**config.mk**
```make
export PLATFORM = sky130hd
export DESIGN_NAME = display_scan_ctrl
export DESIGN_NICKNAME = d
export VERILOG_FILES = /design/src/rtl/display_scan_ctrl.sv
export SDC_FILE = /design/constraint.sdc
export NUM_CORES = 1
export LEC_CHECK = 0
export CELL_PAD_IN_SITES_DETAIL_PLACEMENT = 0
export CELL_PAD_IN_SITES_GLOBAL_PLACEMENT = 1
export CORE_ASPECT_RATIO = 1.75
export CORE_MARGIN = 4
export CORE_UTILIZATION = 46
export CTS_BUF_LIST = sky130_fd_sc_hd__clkbuf_2 sky130_fd_sc_hd__clkbuf_4 sky130_fd_sc_hd__clkbuf_8
export DETAILED_ROUTE_END_ITERATION = 10
export PLACE_DENSITY = 0.86
export SLEW_MARGIN = 20
export SYNTH_ARGS = -nofsm -noshare
export SYNTH_HDL_FRONTEND = slang
export SYNTH_SLANG_ARGS = --single-unit
```
**constraint.sdc**
```tcl
create_clock -name clk -period 3.85 [get_ports clk]
set_clock_uncertainty 0.1 [all_clocks]
set_input_delay 0.77 -clock clk [delete_from_list [all_inputs] [get_ports clk]]
set_output_delay 0.77 -clock clk [all_outputs]
set_load 0.03 [all_outputs]
```
**src/rtl/display_scan_ctrl.sv**
```systemverilog
`default_nettype none
// ============================================================================
// Module      : display_scan_ctrl
// Description : Time-multiplexed seven-segment scan controller with guard
//               intervals, frame-synchronous double buffering and blanking.
// Revision    : 1.0 - initial release
// ============================================================================
module display_scan_ctrl #(
    parameter int NUM_DIGITS   = 4,
    parameter int ON_CYCLES    = 50000,
    parameter int GUARD_CYCLES = 1000
) (
    input  logic                    clk,
    input  logic                    rst,
    input  logic [4*NUM_DIGITS-1:0] digits_in,
    input  logic                    load,
    input  logic                    lz_en,
    input  logic [NUM_DIGITS-1:0]   blank_mask,
    output logic [3:0]              digit_out,
    output logic [NUM_DIGITS-1:0]   anode_n,
    output logic                    frame_tick,
    output logic                    load_ack
);

    localparam int MAX_CYC = (ON_CYCLES > GUARD_CYCLES) ? ON_CYCLES : GUARD_CYCLES;
    localparam int CNT_W   = $clog2(MAX_CYC + 1);
    localparam int IDX_W   = $clog2(NUM_DIGITS);

    localparam logic [CNT_W-1:0] C_ON_LAST    = CNT_W'(ON_CYCLES - 1);
    localparam logic [CNT_W-1:0] C_GUARD_LAST = CNT_W'(GUARD_CYCLES - 1);
    localparam logic [IDX_W-1:0] C_IDX_LAST   = IDX_W'(NUM_DIGITS - 1);

    typedef enum logic [0:0] {
        GUARD  = 1'b0,
        ACTIVE = 1'b1
    } state_t;

    state_t                  state_q;
    logic [CNT_W-1:0]        cnt_q;
    logic [IDX_W-1:0]        idx_q;
    logic [IDX_W-1:0]        idx_d;
    logic [4*NUM_DIGITS-1:0] pending_q;
    logic                    pend_q;
    logic [4*NUM_DIGITS-1:0] active_q;
    logic [4*NUM_DIGITS-1:0] active_d;
    logic [3:0]              digit_d;
    logic [NUM_DIGITS-1:0]   dark_d;
    logic                    guard_done;
    logic                    active_done;
    logic                    boundary;
    logic                    commit;
    logic                    zero_run;

    always_comb begin
        guard_done  = (state_q == GUARD)  && (cnt_q == C_GUARD_LAST);
        active_done = (state_q == ACTIVE) && (cnt_q == C_ON_LAST);
        idx_d       = (idx_q == C_IDX_LAST) ? '0 : idx_q + 1'b1;
        boundary    = guard_done && (idx_q == C_IDX_LAST);
        commit      = boundary && (load || pend_q);

        // A load on the boundary edge itself beats anything still pending.
        active_d = active_q;
        if (boundary && load) begin
            active_d = digits_in;
        end else if (boundary && pend_q) begin
            active_d = pending_q;
        end

        digit_d = active_d[{idx_d, 2'b00} +: 4];

        // Walk from the most significant digit down; a digit is a leading
        // zero while every digit at or above it is zero.
        zero_run = 1'b1;
        dark_d   = '0;
        for (int i = NUM_DIGITS - 1; i >= 0; i--) begin
            zero_run  = zero_run && (active_d[4*i +: 4] == 4'd0);
            dark_d[i] = blank_mask[i] || (lz_en && (i >= 1) && zero_run);
        end
    end

    always_ff @(posedge clk or posedge rst) begin
        if (rst) begin
            state_q    <= GUARD;
            cnt_q      <= '0;
            idx_q      <= C_IDX_LAST;
            pending_q  <= '0;
            pend_q     <= 1'b0;
            active_q   <= '0;
            digit_out  <= 4'd0;
            anode_n    <= '1;
            frame_tick <= 1'b0;
            load_ack   <= 1'b0;
        end else begin
            frame_tick <= 1'b0;
            load_ack   <= 1'b0;
            active_q   <= active_d;

            if (load && !boundary) begin
                pending_q <= digits_in;
                pend_q    <= 1'b1;
            end
            if (commit) begin
                pend_q   <= 1'b0;
                load_ack <= 1'b1;
            end

            case (state_q)
                GUARD: begin
                    if (guard_done) begin
                        state_q    <= ACTIVE;
                        cnt_q      <= '0;
                        idx_q      <= idx_d;
                        digit_out  <= digit_d;
                        anode_n    <= dark_d[idx_d] ? '1 : ~(NUM_DIGITS'(1) << idx_d);
                        frame_tick <= boundary;
                    end else begin
                        cnt_q <= cnt_q + 1'b1;
                    end
                end
                ACTIVE: begin
                    if (active_done) begin
                        state_q <= GUARD;
                        cnt_q   <= '0;
                        anode_n <= '1;
                    end else begin
                        cnt_q <= cnt_q + 1'b1;
                    end
                end
                default: begin
                    state_q <= GUARD;
                    cnt_q   <= '0;
                    anode_n <= '1;
                end
            endcase
        end
    end

endmodule
`default_nettype wire

```
; Word-level counts from Yosys, hierarchy flattened
; Index checks and enable logic that the tools add are counted.
[word_totals]
input_bits = 24
out_inout_bits = 10
ff_bits = 62
[op_classes]
n_lt_le_gt_ge = 1
n_addsub = 2
shift = 2
n_reduce_logical = 23
n_eq_ne = 5
n_mux = 20
bitwise = 2
[op_table]
columns = operator, n
row1 = 2-to-1 mux 16 bit, 4
row2 = one-hot mux 16 bit (2 select lines), 1
row3 = "adder 16 x 1 -> 16 bit, second input constant", 1
row4 = "== test 16 x 10 -> 1 bit, second input constant", 1
row5 = "== test 16 bit, second input constant", 1
row6 = variable part select 16 x 5 -> 4 bit, 1
row7 = logical AND 1 bit, 12
row8 = zero test 4 bit, 3
row9 = 2-to-1 mux 4 bit, 3
row10 = 2-to-1 mux 1 bit, 8
row11 = one-hot mux 4 bit (2 select lines), 1
row12 = logical OR 1 bit, 4
row13 = NOT 4 bit, 1
row14 = AND reduction 2 bit, 2
row15 = "left shift 1 x 2 -> 4 bit, first input constant", 1
row16 = "less-than comparator 2 x 3 -> 1 bit, second input constant", 1
row17 = "adder 2 x 1 -> 2 bit, second input constant", 1
row18 = binary-select mux 1 bit (select 2 bit), 1
row19 = "== test 2 bit, second input constant", 1
row20 = 2-to-1 mux 2 bit, 1
row21 = "inequality test 2 x 1 -> 1 bit, second input constant", 1
row22 = "inequality test 2 bit, second input constant", 1
row23 = one-hot mux 1 bit (2 select lines), 1
row24 = nonzero test 2 bit, 1
row25 = other kinds (2), 2

; Depth between registers and ports, before layout
; Gate-level depths: netlist (run 1).
[depth]
ltp_word = 16
ltp_mapped = 11
ltp_nobuf = 9

; Worst setup path after synthesis (run 1)
; No wires, ideal clock.
[synth_timing]
kind = register -> register
startpoint = register cnt_q[4]
endpoint = register digit_out[0]
stages_incl_launch_ff = 10
period_less_slack_ps = 3110
path_buffers = 2
arrival_time_ps = 2885
setup_time_ps = 125
setup_slack_ps = 740
cell_sequence = dfrtp_1 -> or4_4 -> or3_4 -> or3_1 -> buf_6 -> buf_8 -> mux2i_1 -> a21oi_1 -> mux4_2 -> mux2_4
[synth_via]
elab_chain_len = 7
[synth_lines]
columns = item, line
row1 = "start, declared", 39  ; logic [CNT_W-1:0] cnt_q;
row2 = "start signal, assigned", 117  ; cnt_q <= cnt_q + 1'b1;
row3 = "start signal, assigned", 126  ; cnt_q <= cnt_q + 1'b1;
row4 = == test 16 x 10 -> 1 bit *, 55  ; guard_done = (state_q == GUARD) && (cnt_q == C_GUARD_LAST);
row5 = logical AND 1 bit *, 55
row6 = logical AND 1 bit *, 58  ; boundary = guard_done && (idx_q == C_IDX_LAST);
row7 = logical AND 1 bit, 65  ; end else if (boundary && pend_q) begin
row8 = 2-to-1 mux 16 bit, 65
row9 = 2-to-1 mux 16 bit *, 63  ; if (boundary && load) begin
row10 = named net active_d[8], 45  ; logic [4*NUM_DIGITS-1:0] active_d;
row11 = variable part select 16 x 5 -> 4 bit *, 69  ; digit_d = active_d[{idx_d, 2'b00} +: 4];
row12 = "end signal, assigned", 113  ; digit_out <= digit_d;
row13 = "end, declared", 19  ; output logic [3:0] digit_out,
; The timed path passes the listed nets; every way through them passes the cells marked *.
; A chain may end at the register's enable or synchronous reset.

; Final worst setup path (run 1)
[layout_timing]
startpoint = register cnt_q[4]
endpoint = register anode_n[1]
[layout_via]
elab_chain_len = 16
[layout_lines]
columns = item, line
row1 = == test 16 x 10 -> 1 bit *, 55
row2 = logical AND 1 bit *, 55
row3 = logical AND 1 bit *, 58
row4 = logical AND 1 bit, 65
row5 = 2-to-1 mux 16 bit, 65
row6 = 2-to-1 mux 16 bit *, 63
row7 = named net active_d[13], 45
row8 = zero test 4 bit *, 76  ; zero_run = zero_run && (active_d[4*i +: 4] == 4'd0);
row9 = logical AND 1 bit (2 in a row), 76
row10 = logical AND 1 bit, 77  ; dark_d[i] = blank_mask[i] || (lz_en && (i >= 1) && zero_run);
row11 = logical OR 1 bit, 77
row12 = binary-select mux 1 bit (select 2 bit) *, 114  ; anode_n <= dark_d[idx_d] ? '1 : ~(NUM_DIGITS'(1) << idx_d);
row13 = 2-to-1 mux 1 bit (implied by the code) *, 114
row14 = 2-to-1 mux 4 bit *, 114
row15 = 2-to-1 mux 4 bit *, 109  ; if (guard_done) begin
row16 = one-hot mux 4 bit (2 select lines) *, 107  ; case (state_q)
row17 = "end signal, assigned", 114
row18 = "end, declared", 20  ; output logic [NUM_DIGITS-1:0] anode_n,
; The timed path passes the listed nets; every way through them passes the cells marked *. The select of a mux whose other input is x is not followed.

==> impl_metrics.toml, run 1 <==
[cts]
cts_resized = 0
clkTransAtPathRegs_ps = 60
clk_path_buf_depth = 2
cts_hold_buffers = 0
clockRootBuffer = "clkbuf_8"
clk-insertion-delay-late_ps = 350
htreeDepth = 3
cts_tree = "yes"
cts_buffers = 9
cts_setup_buffers = 0
cts_sinks = 62

[layout]
syn2layout_area_growth_pct = 20.5
nets = 336
diodes = 0
stdcell_count = 392
layout_commonest_cell = "dfrtp_1"
drive_gt1_share_pct = 17.0
final_cell_mix = "dfrtp_1, nor2_1, clkdlybuf4s50_1"

[sta]
fin_tns_setup_ps = 0
rsz0062_at_grt = "false"
setup_violations = 0
period_share_pct = 89.5
slew_viol_final = 0
period_minus_slack_ps = 3440
slew_headroom_pct = 49.6
report.final.hold_viol_count = 0
tightest_slew_ps = 756
clock.fmax_ghz = 0.290

[floorplan]
dieArea_sq_um = 7770
die_w_um = 68.4
die_h_um = 114
core_sq_um = 6180
io_pins = 34
fp-row-count = 38
start_util_pct = 47.5

[global_routing]
grt_pass1_wl_um = 11100
grt_pass1_vias = 2322
track_usage_pct = 19.8
grt_max_degree = 24
grt-ovfl-total = 0
antenna_found_initial = 0

[synthesis]
synth-compound-area-share_pct = 7.42
ys_seq_area_share_pct = 53.1
synthesis.area_sq_um = 2930
synth_xor_area_share_pct = 3.88
synth.distinct_cells = 43
yosysWarningCount = 0
synth_nets = 294
synth_top_family_by_area = "simple AND/OR/NAND/NOR gates"
ys.flop_type = "dfrtp_1"
synth_edf_count = 0
async_reset_ff_share_pct = 100
synthMuxAreaShare_pct = 14.5
postSynthAreaPerCell_sq_um = 11.1
ys_seq_elements = 62
syn_inst = 265
synth-adder-area-share_pct = 2.13
yosys.area_share.simple_pct = 16.2

[routing]
drtIter0Drc = 121
wl_per_cell_um = 16.5
vias = 2111
ant_nets = 0
routed_wl_um = 6480
drc = 0
drtPass1Iterations = 4
avgViaCountPerCell = 5.39

[worst_setup_path]
r2r-start = "cnt_q[4]"
slowest_delay_ps = 600
path_cells = "or4_4 > or3_4 > or3_1 > buf_4 > nor2_1 > a21oi_1 > nor4_1 > a311oi_1 > a21oi_1"
worstPathRequired_ps = 4020
ff2ff_path_depth = 9
worstPathMaxFanout = 16
cp-end-kind = "flip-flop"
cp_slowest_cell = "or3_1"
cp-start-kind = "flip-flop"
rrSetupSlack_ps = 410
path_common_cell = "a21oi_1"
r2r_end = "anode_n[1]"
worst-endpoint-arrival_ps = 3620
crit_type = "flip-flop to flip-flop"

[power]
cellLeakagePower_nw = 1.53
p_per_area_nw_per_um2 = 358
vdd_drop_max_uv = 236

[placement]
gp_congestion = 0.837
dp_cells = 376
dp_hpwl_um = 5010
portBuffers = 33

[min_path]
min_to = "cnt_q[0]"
hold_path_class = "flip-flop to flip-flop"
hold_path_depth = 1
holdCritStartpoint = "cnt_q[0]"

[run_status]
status = "finished, final reports clean"

[job]
drv_cap = 0
## how the worst max path moves through the flow
stage / from / endpoint / slack [ps]
after floorplan: cnt_q[4] / digit_out[0] / 740
after global placement: cnt_q[4] / digit_out[0] / 540
after detailed placement: cnt_q[4] / anode_n[1] / 460
after CTS: cnt_q[4] / anode_n[1] / 440
after global routing: cnt_q[4] / anode_n[3] / 160
final: cnt_q[4] / anode_n[1] / 410
## cell families (layout without fill, tap and decap cells)
| kind of cell | Yosys count | in the layout |
|---|---|---|
| simple gates | 101 | 101 |
| flops | 62 | 62 |
| compound gates | 36 | 36 |
| mux | 34 | 34 |
| buf+inv | 14 | 61 |
| xor+xnor | 13 | 13 |
| fa+ha+maj | 5 | 5 |
## cells in the mapped netlist (3+ instances only)
library cell | number | area [sq um]
nor3_1 | 4 | 20.0
xnor2_1 | 5 | 43.8
or3_1 | 4 | 25.0
a211oi_1 | 3 | 22.5
mux4_2 | 5 | 113
and3_1 | 4 | 25.0
nor2_1 | 41 | 154
nand2_1 | 24 | 90.1
nor4_1 | 3 | 18.8
nand3_1 | 8 | 40.0
o21ai_0 | 5 | 25.0
inv_1 | 6 | 22.5
xor2_1 | 8 | 70.1
ha_1 | 5 | 62.6
mux2i_1 | 13 | 130
a21oi_1 | 18 | 90.1
mux2_2 | 15 | 169
clkbuf_1 | 3 | 11.3
nand4_1 | 3 | 18.8
dfstp_2 | 6 | 158
dfrtp_1 | 56 | 1400
## per-stage QoR
stage	total power, mW	worst slack (ps)	instance area [sq um]	utilization [%]	hold WS (ps)
after global placement	0.757	545	3350	54.3	354
after CTS	1.28	440	3540	57.2	373
after floorplan	0.720	740	2930	-	325
after detailed placement	0.759	460	3350	54.3	360
after global routing	1.32	157	3540	57.2	406
final	1.27	406	3540	57.2	364
## cell type report
| type | instances | area (sq um) |
|---|---|---|
| multi-input combinational | 189 | 1300 |
| timing repair buffer | 39 | 375 |
| sequential | 62 | 1560 |
| clock buffer | 12 | 159 |
| inverter | 6 | 22.5 |
| clock inverter | 4 | 22.5 |
| tap | 80 | 100 |
| fill | 547 | 2650 |
## metal layers
metal / GRT usage, % / vias up / part of all wire (%)
li1: - / 1021 / -
met1: 21.7 / 1022 / 37
met2: 33.4 / 49 / 57
met3: 5.12 / 19 / 3.3
met4: 11.3 / 0 / 3.2
met5: 0 / - / 0
## critical path, delay by kind of cell (launching register included)
kind / cells / cell delay, ps
DFF: 1 / 430
AOI/OAI and AO/OA: 3 / 500
and+or+nand+nor: 5 / 2040
buffers and inverters: 1 / 290
## where the power goes
part,internal [mW],total [mW],switching [mW],leakage [nW]
Sequential,0.669,0.679,0.00930,0.701
Clock,0.272,0.522,0.249,0.0956
Combinational,0.0390,0.0668,0.0278,0.730
Total,0.981,1.27,0.287,1.53
## flip-flops by register name (all words and copies together) (netlist names)
register and count:
frame_tick 1, pend_q 1, state_q 1, active_q 16, anode_n 4, load_ack 1
cnt_q 16, digit_out 4, idx_q 2, pending_q 16
Note: power is estimated with default switching activity, not from simulation.
==> inputs of run 2 (changes only) <==
--- a/config.mk
+++ b/config.mk
@@ -9,10 +9,11 @@
 export CELL_PAD_IN_SITES_GLOBAL_PLACEMENT = 1
 export CORE_ASPECT_RATIO = 1.75
 export CORE_MARGIN = 4
-export CORE_UTILIZATION = 46
+export CORE_UTILIZATION = 52
 export CTS_BUF_LIST = sky130_fd_sc_hd__clkbuf_2 sky130_fd_sc_hd__clkbuf_4 sky130_fd_sc_hd__clkbuf_8
 export DETAILED_ROUTE_END_ITERATION = 10
-export PLACE_DENSITY = 0.86
+export DONT_BUFFER_PORTS = 1
+export PLACE_DENSITY = 0.85
 export SLEW_MARGIN = 20
 export SYNTH_ARGS = -nofsm -noshare
 export SYNTH_HDL_FRONTEND = slang
==> run 2 against run 1 <==
Net effect: global-route usage increased by 0.13 points; largest cell class unchanged; setup slack got worse by 87 ps; via count decreased by 4.6%; fmax decreased by 2.5%; largest power group unchanged; critical endpoint is now anode_n[3]; non-clock buffer count decreased by 30.
==> impl_metrics.toml, run 2 (synthesized netlist as in run 1, its figures left out) <==
[cts]
cts_setup_buffers = 0
cts_sinks = 62
cts_tree = "yes"
clk-insertion-delay-late_ps = 350
clockRootBuffer = "clkbuf_8"
clk_path_buf_depth = 2
cts_hold_buffers = 0
cts_buffers = 9
cts_resized = 0
htreeDepth = 3
clkTransAtPathRegs_ps = 70

[layout]
final_cell_mix = "dfrtp_1, nor2_1, nand2_1"
diodes = 0
final_util_pct = 58.9
nets = 306
syn2layout_area_growth_pct = 11.3
stdcell_count = 358
top_regs = "active_q x16, cnt_q x16, pending_q x16"
final_area_sq_um = 3260
drive_gt1_share_pct = 19.9
layout_commonest_cell = "dfrtp_1"

[worst_setup_path]
path_common_cell = "a21oi_1"
cp-end-kind = "flip-flop"
worstPathMaxFanout = 10
cp_slowest_cell = "or4_4"
slowest_delay_ps = 560
crit_type = "flip-flop to flip-flop"
cp-start-kind = "flip-flop"
worst-endpoint-arrival_ps = 3680
path_cells = "or4_4 > or3_4 > or3_1 > buf_4 > mux2i_1 > a21oi_1 > o41ai_1 > a311oi_1 > a21oi_1"
worstPathRequired_ps = 4000

[global_routing]
grt-ovfl-total = 0
grt_pass1_wl_um = 10100
grt_pass1_vias = 2142
grt_max_degree = 45
track_usage_pct = 19.9
antenna_found_initial = 0

[placement]
dpl_cell_area_sq_um = 3040
portBuffers = 0
dp_cells = 342
dp_hpwl_um = 4720
gp_congestion = 0.853
pre_cts_slack_ps = 354

[sta]
setup_ws_ps = 319
period_share_pct = 91.7
tightest_slew_ps = 780
slew_viol_final = 0
slew_headroom_pct = 48.0
fin_tns_setup_ps = 0
report.final.hold_viol_count = 0
rsz0062_at_grt = "false"
period_minus_slack_ps = 3530
setup_violations = 0
whs_ps = 180
clock.fmax_ghz = 0.283

[power]
cellLeakagePower_nw = 1.43
p_per_area_nw_per_um2 = 415
vdd_drop_max_uv = 287
power.total_mw = 1.36

[floorplan]
core_sq_um = 5540
start_util_pct = 53.0
dieArea_sq_um = 6960
die_h_um = 107
die_w_um = 64.8
fp-row-count = 36
io_pins = 34

[routing]
ant_nets = 0
drtPass1Iterations = 4
wl_per_cell_um = 17.3
routed_wl_um = 6210
drc = 0
vias = 2014
drtIter0Drc = 90
avgViaCountPerCell = 5.63

[job]
drv_cap = 0

[min_path]
hold_path_class = "input port to asynchronous set/reset pin"

[run_status]
status = "finished, final reports clean"
-- run 2: changes by cell type in the layout (fill, tap and decap cells not counted), sizes merged --
cell,change
clkinvlp,-1
clkdlybuf4s50,-33
clkinv,-1
bufinv,+2
buf,+3
-- run 2: path summary, 6_finish.rpt --
path                       cells past startpoint         end  slack (ps)      from
max in group asynchronous                      2  anode_n[3]        2580       rst
min in group clk                               1    cnt_q[0]         360  cnt_q[0]
hold reg to reg                                1    cnt_q[0]         360  cnt_q[0]
setup / recovery                               9  anode_n[3]         320  cnt_q[4]
hold / removal                                 1    cnt_q[6]         180       rst
setup reg to reg                               9  anode_n[3]         320  cnt_q[4]
-- run 2: cell type report --
class	instances	area, sq um
clock buffers	12	153
flip-flops and latches	62	1560
inverters	6	22.5
clock inverters	4	70.1
repair buffers	9	67.6
well taps	76	95.1
multi-input cells	189	1300
fillers	494	2280
-- run 2: where the power goes --
part	total [mW]	internal [mW]	switching (mW)	leakage (nW)
Clock	0.637	0.394	0.243	0.117
Combinational	0.0374	0.0172	0.0202	0.612
Sequential	0.681	0.670	0.0112	0.701
-- run 2: critical path, delay by kind of cell, from the launching register on --
kind,cells,cell delay (ps)
DFF,1,430
muxes,1,130
AOI/OAI and AO/OA,4,1080
and+or+nand+nor,3,1420
buffers and inverters,1,250
-- run 2: per-layer routing --
layer	up-vias	share of wire [%]	track usage (%)
met2	44	56	34.5
met1	986	35	19.6
met3	19	4.9	6.79
met4	0	4.6	13.3
li1	965	-	-
met5	-	0	0
